`config.mk`:
```
export PLATFORM = sky130hd
export DESIGN_NAME = bcd_to_bin_converter
export DESIGN_NICKNAME = d
export VERILOG_FILES = /design/src/rtl/bcd_pkg.sv /design/src/rtl/bcd_rdd_step.sv /design/src/rtl/bcd_to_bin_converter.sv
export SDC_FILE = /design/constraint.sdc
export NUM_CORES = 1
export LEC_CHECK = 0
export BUFFER_PORTS_ARGS = -buffer_cell sky130_fd_sc_hd__buf_2
export CAP_MARGIN = 10
export CELL_PAD_IN_SITES_DETAIL_PLACEMENT = 1
export CELL_PAD_IN_SITES_GLOBAL_PLACEMENT = 1
export CORE_MARGIN = 4
export CORE_UTILIZATION = 35
export DETAILED_ROUTE_END_ITERATION = 8
export PLACE_DENSITY = 0.71
export RECOVER_POWER = 100
export REMOVE_ABC_BUFFERS = 1
export SLEW_MARGIN = 10
export SYNTH_ARGS = -nofsm -noshare
export SYNTH_HDL_FRONTEND = slang
export SYNTH_SLANG_ARGS = --single-unit
```
`constraint.sdc`:
```
create_clock -name clk -period 2.1 [get_ports clk]
set_input_delay 0.105 -clock clk [delete_from_list [all_inputs] [get_ports clk]]
set_output_delay 0.105 -clock clk [all_outputs]
set_load 0.01 [all_outputs]
```
`src/rtl/bcd_pkg.sv`:
```
// -----------------------------------------------------------------------------
// bcd_pkg
// Shared definitions for the BCD-to-binary converter slice:
//   - BCD_DIGIT_W   : width of one packed BCD digit
//   - BCD_MAX_NDIG  : largest digit count the word-check helper supports
//   - conv_state_e  : converter FSM states (IDLE, CONV, DONE)
//   - bcd_digit_invalid / bcd_word_invalid : out-of-range digit detection
// -----------------------------------------------------------------------------
package bcd_pkg;

    localparam int BCD_DIGIT_W  = 4;
    localparam int BCD_MAX_NDIG = 8;

    typedef enum logic [1:0] {
        IDLE = 2'd0,
        CONV = 2'd1,
        DONE = 2'd2
    } conv_state_e;

    // A digit is invalid when it encodes a value above nine.
    function automatic logic bcd_digit_invalid(input logic [BCD_DIGIT_W-1:0] d);
        return (d > 4'd9);
    endfunction

    // ORs the per-digit check over the lowest ndig digits of a zero-extended word.
    function automatic logic bcd_word_invalid(
        input logic [BCD_DIGIT_W*BCD_MAX_NDIG-1:0] w,
        input int                                  ndig
    );
        logic bad;
        bad = 1'b0;
        for (int i = 0; i < BCD_MAX_NDIG; i++) begin
            if (i < ndig) begin
                bad = bad | bcd_digit_invalid(w[i*BCD_DIGIT_W +: BCD_DIGIT_W]);
            end else begin
                bad = bad;
            end
        end
        return bad;
    endfunction

endpackage

```
`src/rtl/bcd_rdd_step.sv`:
```
// -----------------------------------------------------------------------------
// bcd_rdd_step
// One iteration of reverse double-dabble, purely combinational.
// The concatenation {bcd, bin} is shifted right by one bit, so the BCD LSB
// enters the binary MSB. Every 4-bit digit of the shifted BCD part that is
// >= 8 then has 3 subtracted (digit-local, no borrow between digits).
//
// Ports:
//   bcd_i [4*NDIG-1:0] : BCD shift register before the step
//   bin_i [BW-1:0]     : binary shift register before the step
//   bcd_o [4*NDIG-1:0] : BCD shift register after shift and correction
//   bin_o [BW-1:0]     : binary shift register after shift
// -----------------------------------------------------------------------------
module bcd_rdd_step
    import bcd_pkg::*;
#(
    parameter int NDIG = 3,
    parameter int BW   = 10
) (
    input  logic [BCD_DIGIT_W*NDIG-1:0] bcd_i,
    input  logic [BW-1:0]               bin_i,
    output logic [BCD_DIGIT_W*NDIG-1:0] bcd_o,
    output logic [BW-1:0]               bin_o
);

    logic [BCD_DIGIT_W*NDIG-1:0] bcd_shift_s;

    // Shift {bcd, bin} right by one, then apply the per-digit minus-3 correction.
    always_comb begin
        bcd_shift_s = {1'b0, bcd_i[BCD_DIGIT_W*NDIG-1:1]};
        bin_o       = {bcd_i[0], bin_i[BW-1:1]};
        bcd_o       = bcd_shift_s;
        for (int i = 0; i < NDIG; i++) begin
            // A digit of 8 or more means a former tens-carry (worth 10) was
            // shifted in as 8; subtracting 3 restores the halved decimal value.
            if (bcd_shift_s[i*BCD_DIGIT_W +: BCD_DIGIT_W] >= 4'd8) begin
                bcd_o[i*BCD_DIGIT_W +: BCD_DIGIT_W] =
                    bcd_shift_s[i*BCD_DIGIT_W +: BCD_DIGIT_W] - 4'd3;
            end else begin
                bcd_o[i*BCD_DIGIT_W +: BCD_DIGIT_W] =
                    bcd_shift_s[i*BCD_DIGIT_W +: BCD_DIGIT_W];
            end
        end
    end

endmodule

```
`src/rtl/bcd_to_bin_converter.sv`:
```
// -----------------------------------------------------------------------------
// bcd_to_bin_converter
// Sequential packed-BCD to unsigned binary converter. A word is accepted in
// IDLE, converted with BW reverse double-dabble steps (one per enabled clock)
// in CONV, and presented in DONE until the sink takes it. Latency is fixed at
// BW enabled edges after the accept edge, including for invalid words.
//
// Ports:
//   clk       : clock
//   rst_n     : asynchronous active-low reset
//   ena       : global enable; when low, all state is frozen
//   in_valid  : source presents a BCD word
//   in_ready  : converter can accept a word (registered)
//   in_bcd    : packed BCD digits, digit 0 (units) in bits [3:0]
//   out_valid : result available (registered)
//   out_ready : sink accepts result
//   out_bin   : binary result, zero when the word had an invalid digit
//   out_err   : the word contained a digit greater than nine
// -----------------------------------------------------------------------------
module bcd_to_bin_converter
    import bcd_pkg::*;
#(
    parameter int NDIG = 3,
    parameter int BW   = 10
) (
    input  logic                        clk,
    input  logic                        rst_n,
    input  logic                        ena,
    input  logic                        in_valid,
    output logic                        in_ready,
    input  logic [BCD_DIGIT_W*NDIG-1:0] in_bcd,
    output logic                        out_valid,
    input  logic                        out_ready,
    output logic [BW-1:0]               out_bin,
    output logic                        out_err
);

    localparam int IW = (BW > 1) ? $clog2(BW) : 1;
    localparam logic [IW-1:0] ITER_LAST = IW'(BW - 1);

    conv_state_e                        state_q;
    logic [BCD_DIGIT_W*NDIG-1:0]        bcd_sr_q;
    logic [BW-1:0]                      bin_sr_q;
    logic [IW-1:0]                      iter_q;
    logic                               err_q;
    logic                               in_ready_q;
    logic                               out_valid_q;
    logic [BW-1:0]                      out_bin_q;
    logic                               out_err_q;

    logic [BCD_DIGIT_W*NDIG-1:0]        bcd_sr_d;
    logic [BW-1:0]                      bin_sr_d;
    logic [BCD_DIGIT_W*BCD_MAX_NDIG-1:0] word_ext_s;
    logic                               word_bad_s;

    // Zero-extend the input word so the package helper can check it.
    always_comb begin
        word_ext_s                         = '0;
        word_ext_s[BCD_DIGIT_W*NDIG-1:0]   = in_bcd;
        word_bad_s                         = bcd_word_invalid(word_ext_s, NDIG);
    end

    bcd_rdd_step #(
        .NDIG (NDIG),
        .BW   (BW)
    ) u_step (
        .bcd_i (bcd_sr_q),
        .bin_i (bin_sr_q),
        .bcd_o (bcd_sr_d),
        .bin_o (bin_sr_d)
    );

    // Converter FSM with shift registers, iteration counter and registered outputs.
    always_ff @(posedge clk or negedge rst_n) begin
        if (!rst_n) begin
            state_q     <= IDLE;
            bcd_sr_q    <= '0;
            bin_sr_q    <= '0;
            iter_q      <= '0;
            err_q       <= 1'b0;
            in_ready_q  <= 1'b1;
            out_valid_q <= 1'b0;
            out_bin_q   <= '0;
            out_err_q   <= 1'b0;
        end else if (ena) begin
            case (state_q)
                IDLE: begin
                    if (in_valid) begin
                        bcd_sr_q   <= in_bcd;
                        bin_sr_q   <= '0;
                        iter_q     <= '0;
                        err_q      <= word_bad_s;
                        in_ready_q <= 1'b0;
                        state_q    <= CONV;
                    end
                end
                CONV: begin
                    bcd_sr_q <= bcd_sr_d;
                    bin_sr_q <= bin_sr_d;
                    iter_q   <= iter_q + IW'(1);
                    // The result is taken straight from the step output so
                    // out_valid rises on the BW-th step edge, not one later.
                    if (iter_q == ITER_LAST) begin
                        state_q     <= DONE;
                        out_valid_q <= 1'b1;
                        out_bin_q   <= err_q ? '0 : bin_sr_d;
                        out_err_q   <= err_q;
                    end
                end
                DONE: begin
                    if (out_ready) begin
                        state_q     <= IDLE;
                        out_valid_q <= 1'b0;
                        in_ready_q  <= 1'b1;
                    end
                end
                default: begin
                    state_q     <= IDLE;
                    in_ready_q  <= 1'b1;
                    out_valid_q <= 1'b0;
                end
            endcase
        end
    end

    assign in_ready  = in_ready_q;
    assign out_valid = out_valid_q;
    assign out_bin   = out_bin_q;
    assign out_err   = out_err_q;

endmodule

```
==> results.md, run 1 <==
- Crit path DAT: slightly below 2 ns
- LEAKAGE: between 1 and 1.5 nW
- Drt pass-1 iters: 4
- Mean post-synth cell area: 11.44 sq um
- Fraction of the mapped netlist area in adder cells: 0.03708
- Final worst path period need: 1.756 ns
- PD cells: 1300 nW/um^2
- Post-synth cell types: between 40 and 50
- CP startpoint: state_q[0]
- Synth top area cells: dfrtp_1 49%, o21ai_0 4.9%, a22o_1 4.3%
- Synth warnings: 0
- TritonCTS clock tree: done
- Largest net degree at the start of global routing: 29
- Cells on worst reg2reg path: 3
- Final setup skew: 0.009027 ns
- Initial Utilization: 0.3632
- Post-DP Area: 2240 sq um
- Io pins: 30
- IO Port Bufs: 29
- Layout area overhead: 12.98%
- Gpl congestion: between 0.7 and 0.8
- Via count: 1497
- Final ANT Viol Nets: 0
- Unrepaired setup endpoints after global routing: false
- # setup viols final: 0
- Actual slew at the worst max-slew pin: 0.7599 ns
- Die X: 84.06 um
- Synth Register Bits: 41
- Post-Synth Simple-Gate Area: 0.1174
- Placeable Area: 5574 sq um
- Clk sinks: 41
- Via density: ~5.3
- Asr flop ratio synth: 1.000
- Congestion Overflow GR: 0
- Compound-Gate Fraction of Synth Area: 0.1879
- Global Route Usage Sum: 0.1389
- Mapped cell area: 2024 sq um
- XOR/XNOR share of the synthesized area: 0.01731
- Final Slew Violations: 0
- Mux share of post-synthesis cell area: 0.08591
- Area leader, netlist: dfrtp_1
- Number of DRC markers in iteration 0: 42
- Top-count cell post-synth: dfrtp_1
- CTS Buffer Depth: 2
- Die area: slightly above 7000 sq um
- Fill cell total of the finished layout: 647
- Critical Path Sink: bin_sr_q[5]
- Total CTS buffers: 5
- Core Rows: 27
- Residual DRC: 0
- First-pass GRT wire length: 7935 um
- R2R Setup Slk: 0.34 ns
- Max-Cap Viols: 0
- Clk slew on worst S/H paths: 0.08 ns
- Die Ht: ~84 um
- Ys flop type: dfrtp_1
- Register area share after synthesis: 0.5074
- FF-to-FF End: bin_sr_q[5]
- Final period utilization: 0.8361
- Setup TNS: 0 ns
- Post-synth EDFFs: 0
- Post-synthesis instance total: 177
- Clock insertion delay at the later pin of the skew report: 0.29 ns
- Root Driver: clkbuf_8
- Antenna Cells: 0
- HP Class: in2reg
- Share of cells above drive strength 1: 0.1722
- # nets final: 232
- Initial antenna violation count: 0
- Yosys top cell area share: 0.4944
- Setup CP Type: reg2reg
- Worst VDD drop: 0.0004939 V
- WL/cell: 16.72 um
- Worst setup EP type: flip-flop
- Hold Fails Final Rpt: 0
- Final Routed Wirelength: 4697 um
- Startpoint Class: flip-flop
- Post-synth top cells: 40 x dfrtp_1, 20 x o21ai_0, 13 x nor2b_1
- Crit Path Max Fanout: 18
- FF-to-FF Start: state_q[0]
- F_max: 0.5695 GHz
- Min Hold Slack: 0.05982 ns
- Req. time, crit path: 2.33 ns
- Post-DP HPWL: 3451 um
- Worst slew margin: 0.4915
- Vias in the first global route: around 1600
- Largest family of logic cells by synthesized area: compound AO/OA/AOI/OAI gates
- # H-tree levels: 2
- Outcome: complete, no violations
- Final non-filler cell area: 2287 sq um
==> layout by cell type, fill, tap and decap left out, drive strengths merged, types with 3 or more instances in the layout <==
master   instances
a21oi            5
a22o            10
buf             18
clkbuf          23
dfrtp           40
ha               6
inv              8
mux2            11
mux2i            5
nand2            4
nand2b           3
nand4            4
nor2             5
nor2b           13
o211ai           3
o21ai           20
o2bb2ai          3
o31ai            3
==> what timing repair did <==
| action | CTS | global route |
|---|---|---|
| resized for setup | 0 | 0 |
| buffers inserted | 0 | 0 |
| hold buffers | 1 | 0 |
| endpoints found under the hold margin | 25 | 0 |
==> kinds of logic (layout without fill, tap and decap cells) <==
group / after synthesis / after routing
adders and majority gates: 6 / 6
AOI/OAI and AO/OA: 54 / 54
xor gates and xnor gates: 4 / 4
muxes: 16 / 16
buffers and inverters: 19 / 51
and+or+nand+nor: 37 / 37
DFF: 41 / 41
==> flip-flops by register name, summed over array words and instances (netlist names) <==
name / cells
err_q: 1
bcd_sr_q: 12
out_err: 1
bin_sr_q: 9
out_bin: 10
out_valid: 1
iter_q: 4
state_q: 2
in_ready: 1
==> worst min path at each step <==
stage | start | end | slack, ns | cells after the start
4_1_cts | in_bcd[11] | bcd_sr_q[11] | 0.05 | 2
3_5_place_dp | rst_n | out_bin[7] | 0.17 | 1
5_1_grt | in_bcd[11] | bcd_sr_q[11] | 0.07 | 2
6_report | in_bcd[11] | bcd_sr_q[11] | 0.06 | 2
2_1_floorplan | rst_n | bcd_sr_q[0] | -0.19 | 0
3_3_place_gp | rst_n | out_bin[7] | 0.17 | 1
==> where the power goes <==
part	internal [mW]	switching (mW)	total [mW]
logic	0.520	0.563	1.08
clock network	0.230	0.266	0.496
registers	1.09	0.301	1.39
==> worst max-delay path: stages (launching register included) <==
cell	delay [ns]
dfrtp_1	0.53
or2_2	0.40
nand2_1	0.51
a22o_1	0.26
==> final cells by class <==
class	instances	area, sq um	area share
timing repair buffer	36	168.9	0.07385
multi-input combinational	117	889.6	0.3890
inverter	8	30.03	0.01313
clock buffer	6	72.57	0.03173
sequential	41	1027	0.4491
tap	72	90.09	0.03939
clock inverter	1	8.758	0.003829
==> routing by layer <==
metal	track usage	vias up	wire length (um)	part of all wire
met5	0	-	0	0
met4	0.03216	0	39	0.0083
met3	0.03653	7	236	0.050
met2	0.2303	35	2270	0.48
met1	0.1805	757	2151	0.46
li1	-	698	-	-
==> stage by stage <==
step / util / worst slack [ns] / total power, mW / instances
final: 0.4103 / 0.3442 / 2.973 / 281
after global routing: 0.4103 / 0.2405 / 3.224 / 281
after global placement: 0.4018 / 0.4523 / 2.512 / 273
after CTS: 0.4182 / 0.3895 / 3.068 / 281
after floorplan: - / 0.4707 / 2.118 / 166
after detailed placement: 0.4018 / 0.4158 / 2.561 / 273
Power figures use the tool's default switching activity.
==> inputs of run 2 (changes only) <==
- clock period: 2.1 -> 1.82 ns (I/O delays scaled with it)
==> results.md, run 2 (synthesis results as in run 1) <==
- LEAKAGE: 1.124 nW
- F_max: 0.6216 GHz
- Worst-path cell chain: clkbuf_1 -> and2b_1 -> clkbuf_1 -> a311o_1 -> nand2_1
- Initial antenna violation count: 0
- Layout area overhead: 16.93%
- Residual DRC: 0
- Initial Utilization: 0.3632
- Total CTS buffers: 5
- Crit Path Max Fanout: 9
- Setup TNS: 0 ns
- Crit path DAT: 1.85 ns
- Congestion Overflow GR: 0
- Met3 Resource Use GR: 0.03060
- Crit path top cell by count: clkbuf_1
- Post-DP HPWL: 3293 um
- Fin util: 0.4247
- Area of the multi-input gates: 902.1 sq um
- Hold Fails Final Rpt: 0
- Final non-filler cell area: 2367 sq um
- Final setup skew: 0.003720 ns
- Biggest register: bcd_sr_q
- Final period utilization: 0.8840
- HP Class: in2reg
- Final worst path period need: 1.609 ns
- # H-tree levels: 2
- Die area: around 7100 sq um
- Most common cell after layout, fill and taps aside: dfrtp_1
- Core Rows: 27
- GR peak layer: met2
- CTS resizes: 0
- Clk sinks: 41
- # setup viols final: 0
- R2R Setup Slk: 0.21 ns
- Final ANT Viol Nets: 0
- GR Util met1: 0.1843
- Max-Cap Viols: 0
- Via density: 5.312
- Largest net degree at the start of global routing: 42
- Req. time, crit path: 2.06 ns
- Fill cell total of the finished layout: 642
- Most frequent cells in the layout: 40 x dfrtp_1, 20 x o21ai_0, 17 x buf_2, 14 x clkbuf_1, 13 x nor2b_1
- IO Port Bufs: 29
- Met2 Use GR: 0.2360
- Global Route Usage Sum: 0.1422
- Gpl congestion: 0.7525
- # nets final: 235
- Final Routed Wirelength: 4703 um
- Max reg flops: 12
- Final Slew Violations: 0
- CP peak stage delay: between 0.3 and 0.4 ns
- Placeable Area: 5574 sq um
- CTS Buffer Depth: 2
- Worst VDD drop: 0.0006195 V
- Worst setup EP type: flip-flop
- Outcome: complete, no violations
- Die X: roughly 84 um
- Antenna Cells: 0
- Post-DP Area: 2275 sq um
- Share of cells above drive strength 1: 0.2113
- Top delay family on crit path: buffers and inverters
- TritonCTS clock tree: done
- FF-to-FF Start: state_q[1]
- Register area: 1027 sq um
- CP max-delay cell: dfrtp_1
- Hold path startpoint: in_bcd[11]
- Setup CP Type: reg2reg
- Unrepaired setup endpoints after global routing: false
- Crit path buf inv count: 2
- Actual slew at the worst max-slew pin: approximately 1.0 ns
- Vias in the first global route: 1610
- Clock insertion delay at the later pin of the skew report: 0.29 ns
- Die Ht: 84.06 um
- CP startpoint: state_q[1]
- Via count: 1514
- Io pins: 30
- Number of DRC markers in iteration 0: 65
- Drt pass-1 iters: 4
- Startpoint Class: flip-flop
- Worst slew margin: 0.3174
- First-pass GRT wire length: slightly above 8000 um
- PD cells: 1553 nW/um^2
- WL/cell: 16.50 um
- Root Driver: clkbuf_8
- Clk slew on worst S/H paths: 0.08 ns
## run 2: worst paths after layout
check / endpoint / depth (start not counted)
hold / removal: bcd_sr_q[11] / 2
min in group asynchronous: out_bin[6] / 3
setup reg to reg: iter_q[2] / 5
setup / recovery: iter_q[2] / 5
max in group asynchronous: out_bin[0] / 3
hold reg to reg: out_valid / 1
## run 2: through the flow
step	cells	power, mW	setup WS, ns	hold WS [ns]
final	285	3.678	0.2112	0.03137
after global routing	285	3.976	0.07276	0.02998
after CTS	285	3.772	0.2176	0.02220
after detailed placement	276	2.975	0.2300	0.09322
after global placement	276	2.920	0.2652	0.08537
after floorplan	166	2.444	0.1907	-0.2046
## run 2: area by class of cell
type / instances / share of cell area
inverter: 8 / 0.01268
clock buffer: 6 / 0.03488
sequential: 41 / 0.4339
tap: 72 / 0.03805
clock inverter: 2 / 0.01586
timing repair buffer: 39 / 0.08351
multi-input combinational: 117 / 0.3811
## run 2: power by group
group          leakage (nW)  switching (mW)  internal (mW)
registers             0.534           0.300           1.26
logic                 0.533           0.703          0.638
clock network        0.0574           0.332          0.446
total                  1.12            1.34           2.34
## run 2: worst register-to-register path, stage by stage (launching register included)
cell      delay [ns]
dfrtp_1         0.36
clkbuf_1        0.32
and2b_1         0.27
clkbuf_1        0.20
a311o_1         0.36
nand2_1         0.06
## run 2: layer usage
metal  vias to the layer above  share of wire
li1                        703              -
met1                       775           0.47
met2                        29           0.48
met3                         7          0.038
met4                         0          0.014
met5                         -              0
## run 2: what timing repair did
| action | in CTS | in global routing |
|---|---|---|
| hold buffers | 1 | 0 |
| buffers inserted | 0 | 0 |
| endpoints found under the hold margin | 40 | 0 |
| setup endpoints to repair | 0 | 0 |
==> inputs of run 3 (changes only) <==
- CORE_MARGIN: 4 -> not set
==> results.md, run 3 (synthesis results as in run 1) <==
- Hold path startpoint: in_bcd[11]
- Crit Path Max Fanout: 10
- Io pins: 30
- Gpl congestion: between 0.7 and 0.8
- LEAKAGE: 1.115 nW
- Final worst path period need: 1.607 ns
- Vias in the first global route: 1599
- Initial Utilization: 0.3654
- # nets final: ~230
- Max-Cap Viols: 0
- Worst slack, placed: roughly 0.21 ns
- Initial antenna violation count: 0
- PD cells: 1553 nW/um^2
- Fill cell total of the finished layout: 659
- Hold Fails Final Rpt: 0
- Share of cells above drive strength 1: 0.1981
- Clk sinks: 41
- HP Class: in2reg
- CP startpoint: state_q[0]
- Via count: 1504
- Global Route Usage Sum: 0.1729
- Worst VDD drop: between 0.0005 and 0.0006 V
- F_max: ~0.62 GHz
- FF-to-FF Start: state_q[0]
- IO Port Bufs: 29
- Placeable Area: 5540 sq um
- Crit path DAT: around 1.8 ns
- Final period utilization: 0.8831
- Area of the multi-input gates: 892.1 sq um
- Register area: 1027 sq um
- Most frequent cells in the layout: 40 x dfrtp_1, 20 x o21ai_0, 17 x buf_2, 14 x clkbuf_1, 13 x nor2b_1
- Largest net degree at the start of global routing: between 40 and 50
- # setup viols final: 0
- Die X: about 80 um
- Final setup skew: 0.005896 ns
- Final Routed Wirelength: approximately 4800 um
- Setup TNS: 0 ns
- Clock insertion delay at the later pin of the skew report: 0.30 ns
- Congestion Overflow GR: 0
- Worst Slack Setup Final: 0.2127 ns
- Clk slew on worst S/H paths: around 0.080 ns
- Die Ht: between 70 and 80 um
- Number of DRC markers in iteration 0: 54
- TritonCTS clock tree: done
- Most common cell after layout, fill and taps aside: dfrtp_1
- Layout area overhead: 15.95%
- Biggest register: bcd_sr_q
- Unrepaired setup endpoints after global routing: false
- Max reg flops: 12
- PnR Total Power: 3.646 mW
- Outcome: complete, no violations
- Final Slew Violations: 0
- Residual DRC: 0
- Final ANT Viol Nets: 0
- Startpoint Class: flip-flop
- CTS Buffer Depth: 2
- WL/cell: between 15 and 20 um
- Core Rows: 27
- Req. time, crit path: 2.00 ns
- Worst setup EP type: flip-flop
- Via density: roughly 5.3
- Worst slew margin: 0.3077
- Min Hold Slack: around 0.015 ns
- CTS resizes: 0
- Die area: 6093 sq um
- Drt pass-1 iters: 4
- Setup CP Type: reg2reg
- Antenna Cells: 0
- Total CTS buffers: 5
- Actual slew at the worst max-slew pin: approximately 1.0 ns
- First-pass GRT wire length: 8086 um
- Root Driver: clkbuf_8
- Post-DP HPWL: 3330 um
- # H-tree levels: 2
## run 3: cell count changes in the layout (fill, tap and decap cells not counted), sizes merged
cell,before,now
buf,23,21
clkbuf,21,22
## run 3: what timing repair did
item	CTS	global route
hold endpoints to repair	40	0
hold buffers	1	0
setup buffers	0	0
## run 3: through the flow
| step | cells | area, sq um | util |
|---|---|---|---|
| after floorplan | 166 | 1959 | - |
| after global placement | 275 | 2255 | 0.4070 |
| after detailed placement | 275 | 2255 | 0.4070 |
| after CTS | 284 | 2385 | 0.4304 |
| after global routing | 284 | 2347 | 0.4237 |
| final | 284 | 2347 | 0.4237 |
## run 3: final cells by class
type / count / share of cell area
clock inverter: 2 / 0.01599
inverter: 8 / 0.01279
tap: 72 / 0.03838
multi-input combinational: 117 / 0.3801
clock buffer: 6 / 0.03518
sequential: 41 / 0.4376
timing repair buffer: 38 / 0.07996
## run 3: layer usage
| metal | up-vias | global-route usage | wire length [um] |
|---|---|---|---|
| li1 | 701 | - | - |
| met1 | 764 | 0.2197 | 2126 |
| met2 | 30 | 0.2904 | 2388 |
| met3 | 9 | 0.02907 | 146 |
| met4 | 0 | 0.07222 | 90 |
| met5 | - | 0 | 0 |
## run 3: power by group
group	leakage, nW	internal (mW)	switching, mW	total (mW)
combinational	0.523	0.610	0.675	1.29
clock	0.0574	0.446	0.335	0.782
sequential	0.534	1.26	0.321	1.58
## run 3: final timing paths
check                                    end  slack [ns]  cells after the start
worst max-delay path            bcd_sr_q[10]        0.21                      5
worst min-delay path            bcd_sr_q[11]        0.01                      2
worst max register to register  bcd_sr_q[10]        0.21                      5
worst min register to register     out_valid        0.49                      1
max in group asynchronous        bcd_sr_q[1]        0.60                      3
min in group asynchronous         out_bin[6]        0.58                      3
## run 3: worst max-delay path, stage by stage, from the launching register on
cell and delay, ns:
dfrtp_1 0.50, buf_4 0.21, nor2b_1 0.13, clkbuf_2 0.31, mux2i_1 0.24, o21ai_0 0.09
